===== src/rtl/rr_arb8_32bits.sv =====
// rr_arb8_32bits: 8-way round-robin arbiter feeding one registered 32-bit output
// stage with valid/ready handshake and a one-cycle ack pulse back to the served requester.

module mx8_32bits (
   input  logic [2:0]  sel,
   input  logic [31:0] d0,
   input  logic [31:0] d1,
   input  logic [31:0] d2,
   input  logic [31:0] d3,
   input  logic [31:0] d4,
   input  logic [31:0] d5,
   input  logic [31:0] d6,
   input  logic [31:0] d7,
   output logic [31:0] y
);
   always_comb begin
      y = sel[2] ? (sel[1] ? (sel[0] ? d7 : d6) : (sel[0] ? d5 : d4))
                 : (sel[1] ? (sel[0] ? d3 : d2) : (sel[0] ? d1 : d0));
   end
endmodule

module rr_arb8_32bits (
   input  logic        clk,
   input  logic        reset,
   input  logic [7:0]  req,
   input  logic [31:0] d0,
   input  logic [31:0] d1,
   input  logic [31:0] d2,
   input  logic [31:0] d3,
   input  logic [31:0] d4,
   input  logic [31:0] d5,
   input  logic [31:0] d6,
   input  logic [31:0] d7,
   input  logic        o_ready,
   output logic        o_valid,
   output logic [31:0] o_data,
   output logic [2:0]  o_id,
   output logic        s2,
   output logic        s1,
   output logic        s0,
   output logic [7:0]  ack,
   output logic        busy,
   output logic [15:0] xfer_cnt
);
   typedef enum logic [1:0] {IDLE, SEND, ACK} state_t;

   state_t      state_q, state_d;
   logic [2:0]  ptr_q, ptr_d;
   logic        o_valid_q, o_valid_d;
   logic [31:0] o_data_q, o_data_d;
   logic [2:0]  o_id_q, o_id_d;
   logic [2:0]  sel_q, sel_d;
   logic [7:0]  ack_q, ack_d;
   logic [15:0] xfer_cnt_q, xfer_cnt_d;
   logic [2:0]  grant;
   logic [2:0]  mux_sel;
   logic [31:0] mux_y;

   // Scan from ptr+7 down to ptr so the lowest offset from ptr wins.
   always_comb begin
      grant = ptr_q;
      for (int k = 7; k >= 0; k--) begin
         if (req[3'(ptr_q + 3'(k))]) grant = 3'(ptr_q + 3'(k));
      end
   end

   // In IDLE the mux must already point at the winner so its word is captured on the grant edge.
   assign mux_sel = (state_q == IDLE) ? grant : sel_q;

   mx8_32bits u_mux (
      .sel(mux_sel),
      .d0(d0), .d1(d1), .d2(d2), .d3(d3),
      .d4(d4), .d5(d5), .d6(d6), .d7(d7),
      .y(mux_y)
   );

   always_comb begin
      state_d    = state_q;
      ptr_d      = ptr_q;
      o_valid_d  = o_valid_q;
      o_data_d   = o_data_q;
      o_id_d     = o_id_q;
      sel_d      = sel_q;
      ack_d      = '0;
      xfer_cnt_d = xfer_cnt_q;
      case (state_q)
         IDLE: begin
            o_valid_d = |req;
            if (|req) begin
               state_d  = SEND;
               o_data_d = mux_y;
               o_id_d   = grant;
               sel_d    = grant;
            end
         end
         SEND: begin
            if (o_valid_q && o_ready) begin
               state_d    = ACK;
               o_valid_d  = 1'b0;
               ack_d      = 8'(1) << o_id_q;
               ptr_d      = o_id_q + 3'd1;
               xfer_cnt_d = xfer_cnt_q + 16'd1;
            end
         end
         ACK:     state_d = IDLE;
         default: state_d = IDLE;
      endcase
   end

   always_ff @(posedge clk or posedge reset) begin
      if (reset) begin
         state_q    <= IDLE;
         ptr_q      <= '0;
         o_valid_q  <= 1'b0;
         o_data_q   <= '0;
         o_id_q     <= '0;
         sel_q      <= '0;
         ack_q      <= '0;
         xfer_cnt_q <= '0;
      end else begin
         state_q    <= state_d;
         ptr_q      <= ptr_d;
         o_valid_q  <= o_valid_d;
         o_data_q   <= o_data_d;
         o_id_q     <= o_id_d;
         sel_q      <= sel_d;
         ack_q      <= ack_d;
         xfer_cnt_q <= xfer_cnt_d;
      end
   end

   assign o_valid  = o_valid_q;
   assign o_data   = o_data_q;
   assign o_id     = o_id_q;
   assign {s2, s1, s0} = sel_q;
   assign ack      = ack_q;
   assign busy     = (state_q != IDLE);
   assign xfer_cnt = xfer_cnt_q;
endmodule


===== config.mk =====
export PLATFORM = sky130hd
export DESIGN_NAME = rr_arb8_32bits
export DESIGN_NICKNAME = d
export VERILOG_FILES = /design/src/rtl/rr_arb8_32bits.sv
export SDC_FILE = /design/constraint.sdc
export NUM_CORES = 1
export LEC_CHECK = 0
export ABC_CLOCK_PERIOD_IN_PS = 3600
export BUFFER_PORTS_ARGS = -buffer_cell sky130_fd_sc_hd__buf_2
export CORE_UTILIZATION = 35
export CTS_BUF_LIST = sky130_fd_sc_hd__clkbuf_4
export CTS_CLUSTER_DIAMETER = 100
export CTS_CLUSTER_SIZE = 24
export DETAILED_ROUTE_END_ITERATION = 8
export PLACE_DENSITY = 0.73
export SLEW_MARGIN = 0
export SYNTH_ARGS = -nofsm -noshare
export SYNTH_HDL_FRONTEND = slang
export SYNTH_SLANG_ARGS = --single-unit

===== constraint.sdc =====
create_clock -name clk -period 3.6 [get_ports clk]
set_input_delay 0.72 -clock clk [delete_from_list [all_inputs] [get_ports clk]]
set_output_delay 0.72 -clock clk [all_outputs]
set_load 0.005 [all_outputs]

After elaboration in Yosys (flattened, before gate mapping)
Index checks and enable logic that the tools add are counted.
- add/subtract/negate cells: 9
- multiply operators: 0
- divide/modulo/power cells: 0
- $lt $le $gt $ge: 8
- equality and inequality tests: 3
- shifts and indexed selects: 1
- mux-type cells: 39
- bitwise gates (word level): 0
- reductions and logical operators: 9
- operators by type and width (cell ; count):
    32-bit two-way mux ; 7
    3-bit by 4-bit less-than comparator with 1-bit output, second input constant ; 8
    3-bit two-way mux ; 9
    1-bit binary-select mux with 3-bit select ; 8
    16-bit by 1-bit adder with 16-bit output, second input constant ; 1
    8-bit two-way mux ; 2
    3-bit adder, second input constant ; 4
    1-bit two-way mux ; 9
    2-bit AND reduction ; 4
    8-bit OR reduction ; 1
    1-bit by 3-bit << shifter with 8-bit output, first input constant ; 1
    3-bit by 1-bit adder with 3-bit output, second input constant ; 2
    3-bit by 2-bit adder with 3-bit output, second input constant ; 2
    2-bit two-way mux ; 2
    2-bit one-hot mux with 2 select lines ; 1
    2-bit nonzero test ; 2
    2-bit by 1-bit == test with 1-bit output, second input constant ; 1
    2-bit zero test ; 1
    2-bit by 1-bit inequality test with 1-bit output, second input constant ; 1
    2-bit inequality test, second input constant ; 1
    1-bit one-hot mux with 2 select lines ; 1
    1-bit logical AND ; 1
- register bits after elaboration: 65
- latch bits: 0
- memory bits (writable): 0
- memory bits (read-only): 0
- bits of input ports: 267
- output and inout bits: 64
- word-level logic and storage cells: 76
- memories: 0

Longest topological paths before layout
- depth after elaboration: 15
- depth in mapped cells: 18
- mapped depth without buffers: 11

Modules after synthesis
From an unflattened synthesis, not the netlist that was laid out.
- cell total of the unflattened synthesis: 399
- area total of the unflattened synthesis: 5535.3 µm²
- modules (own cells, without submodules) (module ; times used ; cells each ; area each (µm²) ; sequential area each (µm²)):
    rr_arb8_32bits ; 1 ; 285 ; 3462.1 ; 1626.6
    mx8_32bits ; 1 ; 114 ; 2073.2 ; 0.0

Worst setup path after synthesis
No wires, ideal clock.
- path kind: register to register
- start: register ptr_q[1]
- end: register o_data_q[1], in the netlist o_data[1]
- library setup time: 104 ps
- data arrival time: 3822 ps
- data required time: 3496 ps
- slack: -326 ps
- cell stages (with the launch flop): 17
- clock period less this slack: 3926 ps
- cells stage by stage: dfrtp_1 -> buf_2 -> buf_2 -> inv_1 -> ha_1 -> buf_6 -> mux2_1 -> mux4_2 -> nand2b_1 -> o221ai_2 -> mux2i_1 -> or2_1 -> buf_2 -> buf_2 -> nand2_1 -> a32o_1 -> o41ai_2
- longest elaborated chain between the ends: 15
- elaborated cells between the ends (all ways): 39
- those cells by class: add/sub (7); mux (32)
- RTL lines (element ; line ; RTL):
    start, declared ; 48 ; logic [2:0] ptr_q, ptr_d;
    start signal, assigned ; 122 ; ptr_q <= ptr_d;
    3-bit adder ; 63 ; if (req[3'(ptr_q + 3'(k))]) grant = 3'(ptr_q + 3'(k));
    1-bit binary-select mux with 3-bit select ; 63 ;
    1-bit two-way mux (not written as such) ; 63 ;
    3-bit two-way mux (7 in series) ; 63 ;
    3-bit two-way mux * ; 63 ;
    3-bit two-way mux * ; 68 ; assign mux_sel = (state_q == IDLE) ? grant : sel_q;
    32-bit two-way mux (on tied branches) (2 in series) ; 18, 17 ;
    32-bit two-way mux * ; 17 ; y = sel[2] ? (sel[1] ? (sel[0] ? d7 : d6) : (sel[0] ? d5 : d4))
    end signal, assigned ; 124 ; o_data_q <= o_data_d;
    end, declared ; 50 ; logic [31:0] o_data_q, o_data_d;
Mark *: on every way between the ends. The rest lies on a longest branch, timed or not. The select of a mux whose other input is x is not followed.
A chain may end at the register's enable or synchronous reset.

Final worst setup path
- start: register ptr_q[0]
- end: register o_data_q[31], in the netlist o_data[31]
Same word-level chain as after synthesis.

==> impl_metrics.csv <==
group,metric,value,unit
timing,skew,0.02889,ns
synthesis,synthAdderAreaFrac,1.932,%
global_routing,busiest_layer,"met2",
cts,clock-sinks,65,
timing,hold_violations,0,
synthesis,synth_top_family_by_area,"simple AND/OR/NAND/NOR gates",
timing,timing.hold.ws,0.4836,ns
floorplan,chipHeight,131.1,um
synthesis,yosysUniqueCellTypes,54,
placed_design,dp_hpwl,16.70,mm
power_and_ir_drop,peakVddDrop,0.0008419,V
global_routing,antenna_found_initial,2,
cts,cts_inserted_buffers,9,
timing,setup_ws,-0.02771,ns
run,max_cap_violations,0,
timing,finalSetupViolations,3,
floorplan,coreArea,16060,sq um
placed_design,port-buffer-count,330,
global_routing,gr-usage-met1,30.51,%
cts,h-tree-depth,3,
synthesis,yosysWarnings,0,
floorplan,die_w,131.1,um
placed_design,place_ws,-0.1351,ns
drt,first_pass_iters,4,
final_layout,areaGrowthSynthToFinish,51.45,%
setup_path,critPathArrivalTime,3.98,ns
synthesis,yosys-top-cells-area,"dfrtp_1 28%, nand2_1 14%, mux2i_1 10%",
synthesis,synth.cell_area,5829,sq um
final_layout,n_fill_cell,1512,
setup_path,cp_max_fo,36,
final_layout,nets,1331,
drt,wirelength,22.79,mm
synthesis,synth_common_cells,"214 x nand2_1, 69 x and3_1, 65 x dfrtp_1",
synthesis,synth-simple-area-share,26.55,%
power_and_ir_drop,power.total,11.59,mW
timing,fmax,275.7,MHz
drt,first_iter_violations,350,
timing,maxSlewViolCount,0,
cts,cts_buffer_depth,2,
power_and_ir_drop,p_leak,4.790,nW
drt,dr_total_vias,6757,
final_layout,finalCoreUtilization,54.98,%
synthesis,synth.most_common_cell,"nand2_1",
timing,tightest_slew,1.021,ns
synthesis,synth_nets,957,
synthesis,synth_top_area_share,27.90,%
status,status,"finished with violations",
global_routing,met3_usage,5.722,%
cts,clk_pin_slew,0.13,ns
setup_path,cp.required,3.95,ns
synthesis,postSynthAreaPerCell,8.560,sq um
setup_path,rrSetupSlack,-0.03,ns
setup_path,start_kind,"flop",
global_routing,grt_pass1_vias,6188,
global_routing,use_met2,41.05,%
drt,ant_nets,0,
final_layout,drive_above_1_share,49.67,%
synthesis,synth_xor_area_share,2.855,%
synthesis,synthMuxAreaShare,16.46,%
drt,via_per_inst,5.291,
synthesis,synthCells,681,
drt,wire_per_inst,17.84,um
drt,drc,0,
floorplan,dieArea,17180,sq um
synthesis,synth_ff_type,"dfrtp_1",
global_routing,overflow,0,
setup_path,worstSetupPathType,"reg -> reg",
global_routing,grt_use_total,24.71,%
cts,cts_tree,"done",
cts,root_buffer,"clkbuf_4",
global_routing,grt_pass1_wl,31.73,mm
floorplan,num_rows,46,
cts,clkLatencyLatePin,0.47,ns
placed_design,gp_congestion,0.9342,
timing,slew_headroom,31.82,%
final_layout,multi_input_area,4108,sq um
synthesis,synth_seq_cells,65,
worst_hold_path,hold_class,"reg -> reg",
timing,period_share,100.8,%
synthesis,synth_compound_area_share,18.31,%
synthesis,synth_edf_count,0,
synthesis,synth_seq_area_share,27.90,%
timing,finalSetupTns,-0.07045,ns
final_layout,final-seq-area,1627,sq um
status,violations,"negative setup slack",
timing,layout_min_cycle_time,3.628,ns
global_routing,grt_max_degree,63,
setup_path,end_kind,"flop",
synthesis,async_reset_ff_share,100.0,%
timing,rsz0062_at_grt,"true",
power_and_ir_drop,p_per_area,1313,nW/um^2
floorplan,start_util,36.30,%
synthesis,synth_top_area_cell,"dfrtp_1",
floorplan,io_pins,331,
[area by class of cell]
cell class / count / area share [%]
diodes: 2 / 0.05669
clock buffers: 9 / 0.7653
clock inverters: 6 / 0.7795
inverters: 12 / 0.5527
multi-input cells: 550 / 46.53
flip-flops and latches: 65 / 18.42
well taps: 216 / 3.061
repair buffers: 417 / 29.83
[routing by layer]
| metal | up-vias | share of wire (%) |
|---|---|---|
| met5 | - | 0 |
| met4 | 0 | 2.6 |
| met3 | 49 | 7.4 |
| met2 | 324 | 49 |
| met1 | 3172 | 42 |
| li1 | 3212 | - |
[layout by cell type, fill, tap and decap left out, types with 7 or more instances in the layout]
cell type	n
a32o_1	23
buf_4	61
mux4_2	12
nand3_1	8
nor2_1	10
nor2b_1	7
ha_1	8
dfrtp_1	65
xnor2_1	14
inv_1	8
and3_1	64
buf_12	15
o21ai_0	7
o41ai_2	28
a22oi_1	13
mux2i_1	56
buf_2	330
nand2_1	210
clkbuf_4	9
[worst paths after layout]
kind / from / end / cells after the start
max: ptr_q[0] / o_data[31] / 12
min: xfer_cnt[15] / xfer_cnt[15] / 1
max reg2reg: ptr_q[0] / o_data[31] / 12
min reg2reg: xfer_cnt[15] / xfer_cnt[15] / 1
max in group asynchronous: reset / state_q[1] / 3
min in group asynchronous: reset / xfer_cnt[5] / 2
[stage by stage]
| stage | area, sq um | instances |
|---|---|---|
| detailed placement | 8103 | 1235 |
| global route | 8826 | 1276 |
| finish | 8828 | 1277 |
| floorplan | 5927 | 681 |
| CTS | 8571 | 1265 |
| global placement | 8103 | 1235 |
[repair_timing]
| action | in CTS | in global routing |
|---|---|---|
| gates cloned | 5 | 1 |
| setup buffers | 10 | 9 |
| hold buffers | 0 | 0 |
| pin swaps | 10 | 10 |
| gates resized for setup | 28 | 26 |
| endpoints found under the setup margin | 32 | 32 |
[worst max-delay path, stage by stage (launching register included)]
cell and delay, ns:
dfrtp_1 0.41, clkinvlp_4 0.12, ha_4 0.35, mux2_4 0.31, mux4_2 0.56, nand2b_4 0.18, o221ai_4 0.18, mux2i_4 0.31
nor2_4 0.07, buf_12 0.17, mux2i_2 0.22, a32o_2 0.29, o41ai_2 0.31
[state kept, by name, indices dropped and copies added, names as in the netlist]
| signal | count |
|---|---|
| ack | 8 |
| o_data | 32 |
| o_valid | 1 |
| ptr_q | 3 |
| sel_q | 3 |
| state_q | 2 |
| xfer_cnt | 16 |
[where the power goes]
group / switching, mW / internal (mW) / leakage (nW) / total, mW
combinational: 4.90 / 4.94 / 3.90 / 9.83
clock: 0.310 / 0.211 / 0.0724 / 0.521
sequential: 0.211 / 1.02 / 0.821 / 1.23
total: 5.42 / 6.17 / 4.79 / 11.6
[cells by family after synthesis]
| logic type | after synthesis |
|---|---|
| XOR/XNOR | 19 |
| flip-flops | 65 |
| multiplexers | 80 |
| AO/OA/AOI/OAI | 105 |
| buffers and inverters | 67 |
| AND/OR/NAND/NOR | 336 |
| adder cells (fa/ha/maj) | 9 |
Note: power is estimated with default switching activity, not from simulation.
